$ cat config.mk
export PLATFORM = sky130hd
export DESIGN_NAME = motor_cmd_dispatcher
export DESIGN_NICKNAME = d
export VERILOG_FILES = /design/src/rtl/motor_cmd_dispatcher.sv
export SDC_FILE = /design/constraint.sdc
export NUM_CORES = 1
export LEC_CHECK = 0
export BUFFER_PORTS_ARGS = -buffer_cell sky130_fd_sc_hd__buf_2
export CAP_MARGIN = 20
export CELL_PAD_IN_SITES_DETAIL_PLACEMENT = 1
export CELL_PAD_IN_SITES_GLOBAL_PLACEMENT = 1
export CORE_ASPECT_RATIO = 1.25
export CORE_MARGIN = 2
export CORE_UTILIZATION = 36
export CTS_CLUSTER_DIAMETER = 200
export DETAILED_ROUTE_END_ITERATION = 6
export GPL_TIMING_DRIVEN = 0
export PLACE_DENSITY_LB_ADDON = 0.1
export SLEW_MARGIN = 20
export SYNTH_ARGS = -nofsm -noshare
export SYNTH_HDL_FRONTEND = slang
export SYNTH_SLANG_ARGS = --single-unit
$ cat constraint.sdc
create_clock -name CLK_SE_AR -period 2.3 [get_ports CLK_SE_AR]
set_clock_uncertainty 0.15 [all_clocks]
set_input_delay 0.46 -clock CLK_SE_AR [delete_from_list [all_inputs] [get_ports CLK_SE_AR]]
set_output_delay 0.46 -clock CLK_SE_AR [all_outputs]
set_load 0.05 [all_outputs]
$ cat src/rtl/motor_cmd_dispatcher.sv
// Turns the host UART byte stream into per-channel step/divider commands with one pending slot per channel.
// Optional DISPATCH_STATS_EN adds drop_cnt, a saturating count of dropped or failed commands.
module motor_cmd_dispatcher #(
  parameter int NUM_CH      = 10,
  parameter int DIV_W       = 15,
  parameter int STEPS_W     = 13,
  parameter int GAP_TIMEOUT = 24000,
  parameter int ACK_TIMEOUT = 255
) (
  input  logic                      CLK_SE_AR,
  input  logic                      rst_n,
  input  logic                      rx_valid,
  input  logic [7:0]                rx_data,
  input  logic [NUM_CH-1:0]         ch_active,
  output logic [NUM_CH*DIV_W-1:0]   ch_divider,
  output logic [NUM_CH*STEPS_W-1:0] ch_steps,
  output logic [NUM_CH-1:0]         ch_load,
  output logic [NUM_CH-1:0]         pending,
  output logic                      frame_err,
  output logic                      ovf,
  output logic                      bad_ch,
  output logic                      ack_err
`ifdef DISPATCH_STATS_EN
  ,
  output logic [15:0]               drop_cnt
`endif
);

  // Handshakes: rx_valid is a one-cycle strobe with no back-pressure, so every byte is consumed.
  // ch_load[i] fires once while the channel is idle; ch_active[i] rising is the channel's acceptance.

  localparam int PAY_W = DIV_W + STEPS_W - 8;
  localparam int GAP_W = $clog2(GAP_TIMEOUT + 1);
  localparam int ACK_W = $clog2(ACK_TIMEOUT + 1);

  typedef enum logic {P_HDR, P_PAY} parse_t;
  typedef enum logic [1:0] {S_EMPTY, S_PENDING, S_ISSUED} slot_t;

  parse_t             p_state_q, p_state_d;
  logic [3:0]         ch_q;
  logic [1:0]         byte_cnt_q;
  logic [PAY_W-1:0]   word_q;
  logic [GAP_W-1:0]   gap_q;
  logic               hdr_ok;
  logic               commit;
  logic               gap_hit;

  logic [PAY_W+7:0]   frame_w;
  logic [DIV_W-1:0]   new_div;
  logic [STEPS_W-1:0] new_steps;
  logic               ch_bad;
  logic               slot_busy;
  logic               commit_bad;
  logic               commit_ovf;
  logic               commit_store;

  slot_t              slot_q [NUM_CH];
  slot_t              slot_d [NUM_CH];
  logic [DIV_W-1:0]   div_q [NUM_CH];
  logic [STEPS_W-1:0] steps_q [NUM_CH];
  logic [ACK_W-1:0]   ack_cnt_q [NUM_CH];
  logic [NUM_CH-1:0]  act_q;
  logic [NUM_CH-1:0]  store_hit;
  logic [NUM_CH-1:0]  load_w;
  logic [NUM_CH-1:0]  ack_to;

  // Parser next-state: header resync, payload collection, inter-byte gap abort.
  always_comb begin
    p_state_d = p_state_q;
    hdr_ok    = 1'b0;
    commit    = 1'b0;
    gap_hit   = 1'b0;
    case (p_state_q)
      P_HDR: begin
        if (rx_valid && rx_data[7:4] == 4'h0) begin
          hdr_ok    = 1'b1;
          p_state_d = P_PAY;
        end
      end
      P_PAY: begin
        if (rx_valid) begin
          if (byte_cnt_q == 2'd3) begin
            commit    = 1'b1;
            p_state_d = P_HDR;
          end
        end else if (gap_q == GAP_W'(GAP_TIMEOUT - 1)) begin
          gap_hit   = 1'b1;
          p_state_d = P_HDR;
        end
      end
      default: p_state_d = P_HDR;
    endcase
  end

  // word_q keeps only W[31-8:4]; the reserved low nibble of b1 is never stored.
  always_ff @(posedge CLK_SE_AR or negedge rst_n) begin
    if (!rst_n) begin
      p_state_q  <= P_HDR;
      ch_q       <= '0;
      byte_cnt_q <= '0;
      word_q     <= '0;
      gap_q      <= '0;
    end else begin
      p_state_q <= p_state_d;
      if (hdr_ok) begin
        ch_q       <= rx_data[3:0];
        byte_cnt_q <= '0;
      end else if (p_state_q == P_PAY && rx_valid) begin
        word_q     <= {rx_data, word_q[PAY_W-1:8]};
        byte_cnt_q <= byte_cnt_q + 2'd1;
      end
      if (rx_valid || p_state_q != P_PAY || gap_hit) gap_q <= '0;
      else                                          gap_q <= gap_q + 1'b1;
    end
  end

  assign frame_w   = {rx_data, word_q};
  assign new_div   = frame_w[DIV_W-1:0];
  assign new_steps = frame_w[DIV_W +: STEPS_W];

  // Occupancy is judged on the registered slot state, so a slot freeing this cycle still rejects.
  always_comb begin
    slot_busy = 1'b0;
    for (int i = 0; i < NUM_CH; i++) begin
      if (ch_q == 4'(i) && slot_q[i] != S_EMPTY) slot_busy = 1'b1;
    end
  end

  assign ch_bad       = ({1'b0, ch_q} >= 5'(NUM_CH));
  assign commit_bad   = commit & ch_bad;
  assign commit_ovf   = commit & ~ch_bad & slot_busy;
  assign commit_store = commit & ~ch_bad & ~slot_busy & (new_steps != '0);

  always_comb begin
    for (int i = 0; i < NUM_CH; i++) begin
      slot_d[i]    = slot_q[i];
      load_w[i]    = 1'b0;
      ack_to[i]    = 1'b0;
      store_hit[i] = commit_store && (ch_q == 4'(i));
      case (slot_q[i])
        S_EMPTY: begin
          if (store_hit[i]) slot_d[i] = S_PENDING;
        end
        S_PENDING: begin
          if (!ch_active[i]) begin
            load_w[i] = 1'b1;
            slot_d[i] = S_ISSUED;
          end
        end
        S_ISSUED: begin
          if (ch_active[i] && !act_q[i]) begin
            slot_d[i] = S_EMPTY;
          end else if (ack_cnt_q[i] == ACK_W'(ACK_TIMEOUT - 1)) begin
            ack_to[i] = 1'b1;
            slot_d[i] = S_EMPTY;
          end
        end
        default: slot_d[i] = S_EMPTY;
      endcase
    end
  end

  always_ff @(posedge CLK_SE_AR or negedge rst_n) begin
    if (!rst_n) begin
      for (int i = 0; i < NUM_CH; i++) begin
        slot_q[i]    <= S_EMPTY;
        div_q[i]     <= '0;
        steps_q[i]   <= '0;
        ack_cnt_q[i] <= '0;
      end
      act_q   <= '0;
      pending <= '0;
    end else begin
      act_q <= ch_active;
      for (int i = 0; i < NUM_CH; i++) begin
        slot_q[i]  <= slot_d[i];
        pending[i] <= (slot_q[i] != S_EMPTY);
        if (store_hit[i]) begin
          div_q[i]   <= new_div;
          steps_q[i] <= new_steps;
        end
        if (load_w[i])                  ack_cnt_q[i] <= '0;
        else if (slot_q[i] == S_ISSUED) ack_cnt_q[i] <= ack_cnt_q[i] + 1'b1;
      end
    end
  end

  // The divider keeps its last value once a slot empties; only the step count is forced to zero.
  for (genvar g = 0; g < NUM_CH; g++) begin : g_out
    assign ch_divider[g*DIV_W +: DIV_W]   = div_q[g];
    assign ch_steps[g*STEPS_W +: STEPS_W] = (slot_q[g] == S_EMPTY) ? '0 : steps_q[g];
  end

  assign ch_load = load_w;

  always_ff @(posedge CLK_SE_AR or negedge rst_n) begin
    if (!rst_n) begin
      frame_err <= 1'b0;
      ovf       <= 1'b0;
      bad_ch    <= 1'b0;
      ack_err   <= 1'b0;
    end else begin
      frame_err <= gap_hit;
      ovf       <= commit_ovf;
      bad_ch    <= commit_bad;
      ack_err   <= |ack_to;
    end
  end

`ifdef DISPATCH_STATS_EN
  logic        stats_clr;
  logic [4:0]  ev_cnt;
  logic [16:0] drop_sum;

  assign stats_clr = (p_state_q == P_HDR) && rx_valid && (rx_data == 8'hF0);

  // Every event counts on its own, including several channels timing out together.
  always_comb begin
    ev_cnt = 5'(gap_hit) + 5'(commit_ovf) + 5'(commit_bad);
    for (int i = 0; i < NUM_CH; i++) ev_cnt = ev_cnt + 5'(ack_to[i]);
  end

  assign drop_sum = {1'b0, drop_cnt} + 17'(ev_cnt);

  always_ff @(posedge CLK_SE_AR or negedge rst_n) begin
    if (!rst_n)            drop_cnt <= '0;
    else if (stats_clr)    drop_cnt <= '0;
    else if (drop_sum[16]) drop_cnt <= 16'hFFFF;
    else                   drop_cnt <= drop_sum[15:0];
  end
`endif

endmodule
== Word level (Yosys, flattened, before mapping) ==
Cells that the tools add are included.

* Register bits: 446
* Bits in latches: 0
* RAM bits: 0
* ROM bits: 0
* Input bits: 21
* Output and inout bits: 304
* Memories kept: 0

* Add/subtract/negate cells: 12
* Multipliers: 0
* Divide/modulo/power cells: 0
* $lt $le $gt $ge: 1
* Equal/unequal tests: 71
* Shift operators: 0
* Multiplexer cells: 155
* Bitwise operators: 9
* Reduce and logical (&&, ||, !) cells: 90

{| class="wikitable"
|+ Operators with widths
! cell !! count
|-
| $mux W8 || 20
|-
| $mux W13 || 10
|-
| $mux W2 || 42
|-
| $add A8 B1 Y8 const B || 10
|-
| $eq A8 B8 Y1 const B || 10
|-
| $mux W1 || 71
|-
| $pmux W2 S3 || 10
|-
| $reduce_bool A2 Y1 || 21
|-
| $ne A2 B2 Y1 const B || 20
|-
| $logic_and A1 B1 Y1 || 32
|-
| $ne A3 B3 Y1 const B || 10
|-
| $reduce_and A3 Y1 || 10
|-
| $eq A2 B2 Y1 const B || 11
|-
| $eq A2 B1 Y1 const B || 10
|-
| $logic_not A2 Y1 || 10
|-
| $eq A4 B3 Y1 const B || 4
|-
| $add A15 B1 Y15 const B || 1
|-
| $eq A15 B15 Y1 const B || 1
|-
| $mux W15 || 1
|-
| $reduce_bool A13 Y1 || 1
|-
| $logic_not A1 Y1 || 10
|-
| $reduce_or A10 Y1 || 1
|-
| $eq A4 B2 Y1 const B || 2
|-
| $eq A4 B4 Y1 const B || 2
|-
| other kinds (9) || 18
|}

== Logic depth before layout (Yosys ltp) ==
* Depth in word-level cells: 18
* Mapped depth: 9
* Mapped depth without buffers: 7

== Worst setup path before layout ==
Ideal clock, no wire load.

* Path type: input port to flip-flop
* From: input rx_data[2]
* To: register div_q, in the netlist ch_divider[142]
* Arrival time: 2.239 ns
* Data required time: 2.025 ns
* Slack: -0.214 ns
* Cell stages on the path: 7
* Path buffers: 3
* Cells stage by stage: or4_1 o41a_1 buf_6 nand3_1 buf_2 buf_6 mux2_2

* Longest elaborated chain between the ends: 3

{| class="wikitable"
|+ RTL lines
! item !! line !! RTL
|-
| start, declared || 13 || <nowiki>input logic [7:0] rx_data,</nowiki>
|-
| $reduce_bool A13 Y1 || 132 || <nowiki>assign commit_store = commit & ~ch_bad & ~slot_busy & (new_steps != '0);</nowiki>
|-
| $and A1 B1 Y1 || 132 ||
|-
| $logic_and A1 B1 Y1 || 139 || <nowiki>store_hit[i] = commit_store && (ch_q == 4'(i));</nowiki>
|-
| end signal, assigned by index || 179 || <nowiki>div_q[i] <= new_div;</nowiki>
|-
| end, declared || 59 || <nowiki>logic [DIV_W-1:0] div_q [NUM_CH];</nowiki>
|}

Every way passes these cells.
A chain may end at the register's enable or synchronous reset.

== Worst setup path in the final report ==
* From: register ch_q[3]
* To: register steps_q[12] in the netlist's numbering

* Longest elaborated chain between the ends: 16
* Elaborated cells between the ends (all ways): 37

{| class="wikitable"
|+ RTL lines
! item !! line !! RTL
|-
| start, declared || 40 || <nowiki>logic [3:0] ch_q;</nowiki>
|-
| start signal, assigned || 106 || <nowiki>ch_q <= rx_data[3:0];</nowiki>
|-
| $logic_not A4 Y1 || 125 || <nowiki>if (ch_q == 4'(i) && slot_q[i] != S_EMPTY) slot_busy = 1'b1;</nowiki>
|-
| $logic_and A1 B1 Y1 || 125 ||
|-
| $mux W1 (10 in series) || 125 ||
|-
| $not A1 Y1 || 132 ||
|-
| $and A1 B1 Y1 (2 in series) || 132 ||
|-
| $logic_and A1 B1 Y1 (*) || 139 ||
|-
| end signal, assigned by index || 180 || <nowiki>steps_q[i] <= new_steps;</nowiki>
|-
| end, declared || 60 || <nowiki>logic [STEPS_W-1:0] steps_q [NUM_CH];</nowiki>
|}

Mark *: on every way between the ends. The rest lies on a longest branch, timed or not.

==> metrics.md <==
| Metric | Value |
|---|---|
| Reg clk slew, reported paths | `0.06 ns` |
| Synth cell types | `56` |
| Filler cells | `5372` |
| Final setup vio count | `360` |
| TNS Setup | `-44.95 ns` |
| Worst Path Max Fanout | `7` |
| Worst reg2reg setup slack | `-0.25 ns` |
| Tcrit/Tclk final | `111%` |
| RSZ-0062 raised after global routing | `yes` |
| Sequential share of the synthesized area | `58.0%` |
| EDFF count, synth | `0` |
| Slew @ Worst Pin | `0.952 ns` |
| Die width | `211 microns` |
| CP most frequent cell | `buf_4` |
| Cells after Synth | `1527` |
| Most frequent cells in the layout | `dfrtp_1, mux2_2, buf_2, buf_6, nor2b_4` |
| Routability congestion estimate | `0.775` |
| Beginning of the critical path | `ch_q[3]` |
| Routed WL | `65.4 mm` |
| Worst Hold Launch | `rx_data[0]` |
| Number of antenna violations at the first check in global routing | `3` |
| Reg-to-Reg Start | `ch_q[3]` |
| Fin nets | `2089` |
| Antenna-violating nets left | `0` |
| Vias in the first global route | `14.8k` |
| Crit-path max cell delay | `0.57 ns` |
| Max_slew headroom | `36.5%` |
| Status | `finished with violations` |
| R2r endpoint | `steps_q[12]` |
| # DRC | `0` |
| Hold depth | `2` |
| Slowest CP cell | `or4b_4` |
| Syn Std Cell Area | `19200 sq um` |
| CP cell instances | `or4b_4 -> nor2_4 -> a2111oi_4 -> buf_4 -> buf_4 -> nand3_1 -> buf_6 -> clkbuf_16 -> mux2_2` |
| Setup WS post-layout | `-0.254 ns` |
| Initial core utilization | `36.5%` |
| Global-route wire length before repair | `93.0 mm` |
| Port Buffers | `324` |
| Largest net degree at the start of global routing | `93` |
| CTS Sinks | `446` |
| Syn_nets | `1570` |
| WHS | `0.0357 ns` |
| Fmax | `0.392 GHz` |
| CTS tree | `done` |
| Seq cells post-synth | `446` |
| Max Cap Viol | `0` |
| CP Class | `register to register` |
| VDD IR max | `0.000722 V` |
| Top FF cell, synth | `dfrtp_1` |
| Dpl ws | `-1.12 ns` |
| Leak pwr | `13.5 nW` |
| Height of the die | `262 microns` |
| Total Power | `22.8 mW` |
| Share of layout cells above drive strength 1 | `50.6%` |
| Worst min path class | `primary input to register` |
| Yosys warnings | `0` |
| Die area | `55300 sq um` |
| Critical path launch point type | `register` |
| Via/cell ratio | `5.07` |
| Power per cell area | `822 nW/um^2` |
| All-layer global routing usage | `22.2%` |
| Syn avg cell area | `12.6 sq um` |
| Tmin final | `2.55 ns` |
| Cts bufs inserted | `50` |
| DRT Pass-1 Iters | `4` |
| Worst-skew pair later-pin latency | `0.61 ns` |
| Final hold vios | `0` |
| Congestion Overflow GR | `0` |
| Core footprint | `52700 sq um` |
| R2r worst-path depth | `9` |
| Synth async-reset ratio | `100%` |
| Rows | `94` |
| Hold EP | `steps_q[70]` |
| Vias | `13.9k` |
| Area growth syn-to-layout | `44.3%` |
| Io pins | `325` |
| Critical Path AT | `2.87 ns` |
| Dpl hpwl | `41.0 mm` |
| Violated checks | `negative setup slack` |
| DR iter-0 viols | `541` |
| Clock H-tree levels | `2` |
| CTS root buf | `clkbuf_16` |
| Clock Tree Buf Depth | `3` |
| WL/cell | `23.8 microns` |
| Crit end category | `register` |
| Most common cell after layout, fill and taps aside | `dfrtp_1` |
| Footprint of the multi-input gates | `8620 sq um` |
| Final Max Tran Viols | `0` |
| Crit path required time | `2.61 ns` |
| Reg area | `11200 sq um` |
repair_timing:
item,4_1_cts,5_1_grt
gates cloned,9,14
pin swaps,13,14
setup endpoints to repair,431,431
hold buffers,18,0
buffers inserted,44,66
endpoints found under the hold margin,106,0
gates resized for setup,309,511
synthesized netlist by cell type, types with 2 or more instances:
master    instances  share of area, %
a211oi_1          3              0.12
a21boi_0          4              0.16
a21oi_1           5              0.13
a221oi_1          9              0.41
a311oi_1          2             0.091
a31o_2            4              0.18
a31oi_1           8              0.26
a41oi_1           5              0.23
and2_1            5              0.16
and3_1           11              0.36
and3_4            3              0.18
buf_1             2             0.039
buf_2            15              0.39
buf_4             8              0.31
buf_6            11              0.64
clkbuf_1         53               1.0
dfrtp_1         446                58
ha_1             22               1.4
inv_1            40              0.78
mux2_1            4              0.23
mux2_2          264                15
mux2_4           36               2.8
mux2i_1          11              0.57
nand2_1          68               1.3
nand2b_1         16              0.52
nand3_1          75               2.0
nand3b_1          9              0.35
nand4_1          24              0.78
nor2_1           69               1.3
nor2_2            2             0.065
nor2b_1         144               4.7
nor3_1           12              0.31
nor4_1            5              0.16
o211ai_1          7              0.27
o21ai_0          76               2.0
o31ai_1          13              0.51
or2_2             2             0.065
or3_1             3             0.098
or3b_2            2             0.091
or4_1             2             0.078
xnor2_1           5              0.23
xor2_1            8              0.36
power by group:
group          internal (mW)  switching, mW  total, mW  leakage [nW]
combinational           1.76           3.02       4.78          6.85
clock                   4.92           3.34       8.25         0.822
sequential              8.88          0.891       9.77          5.83
total                   15.6           7.25       22.8          13.5
flip-flops by register name, summed over array words and instances, names as in the netlist:
| register | count |
|---|---|
| ack_cnt_q | 80 |
| ack_err | 1 |
| act_q | 10 |
| bad_ch | 1 |
| byte_cnt_q | 2 |
| ch_divider | 150 |
| ch_q | 4 |
| frame_err | 1 |
| gap_q | 15 |
| ovf | 1 |
| p_state_q | 1 |
| pending | 10 |
| slot_q | 20 |
| steps_q | 130 |
| word_q | 20 |
stage by stage:
step / instances / area (sq um) / util [%]
5_1_grt: 2749 / 27700 / 52.7
4_1_cts: 2674 / 25400 / 48.3
3_3_place_gp: 2523 / 21800 / 41.4
3_5_place_dp: 2527 / 22000 / 41.7
2_1_floorplan: 1527 / 19400 / -
6_report: 2750 / 27700 / 52.7
cell families (layout without fill, tap and decap cells):
| kind of cell | after synthesis | after routing | synth area share (%) |
|---|---|---|---|
| AO/OA/AOI/OAI | 146 | 146 | 4.96 |
| adder cells (fa/ha/maj) | 22 | 22 | 1.43 |
| other | 0 | 1 | 0 |
| buffers and inverters | 129 | 679 | 3.20 |
| AND/OR/NAND/NOR | 456 | 456 | 12.7 |
| XOR/XNOR | 13 | 13 | 0.592 |
| multiplexers | 315 | 315 | 19.1 |
| flip-flops | 446 | 446 | 58.0 |
worst max-delay path by stage:
stage	endpoint	slack, ns	cells after the start
finish	steps_q[12]	-0.25	9
global route	steps_q[25]	-0.31	7
CTS	ch_steps[82]	-0.28	5
detailed placement	ch_divider[115]	-1.12	7
global placement	pending[1]	-8.84	1
floorplan	ch_divider[65]	-0.13	7
per-layer routing:
metal	GRT usage [%]	vias up	wire length (microns)
met2	37.8	268	33500
met4	5.94	2	1380
met3	5.53	75	3380
met5	0	-	13
li1	-	6352	-
met1	27.9	7246	27200
final cells by class:
type | count | share of cell area (%)
Antenna cell | 1 | 0.00902
Buffer | 80 | 3.20
Clock buffer | 69 | 5.20
Clock inverter | 14 | 0.771
Inverter | 40 | 0.541
Multi-Input combinational cell | 952 | 31.1
Sequential cell | 446 | 40.3
Tap cell | 672 | 3.03
Timing Repair Buffer | 476 | 15.9
worst max-delay path: cells and delay by family, from the launching register on:
kind            cells  cell delay [ns]
simple gates        3             0.83
buf+inv             4             0.63
flops               1             0.43
mux                 1             0.32
compound gates      1             0.06
No activity file was read; power rests on OpenSTA's default activity.
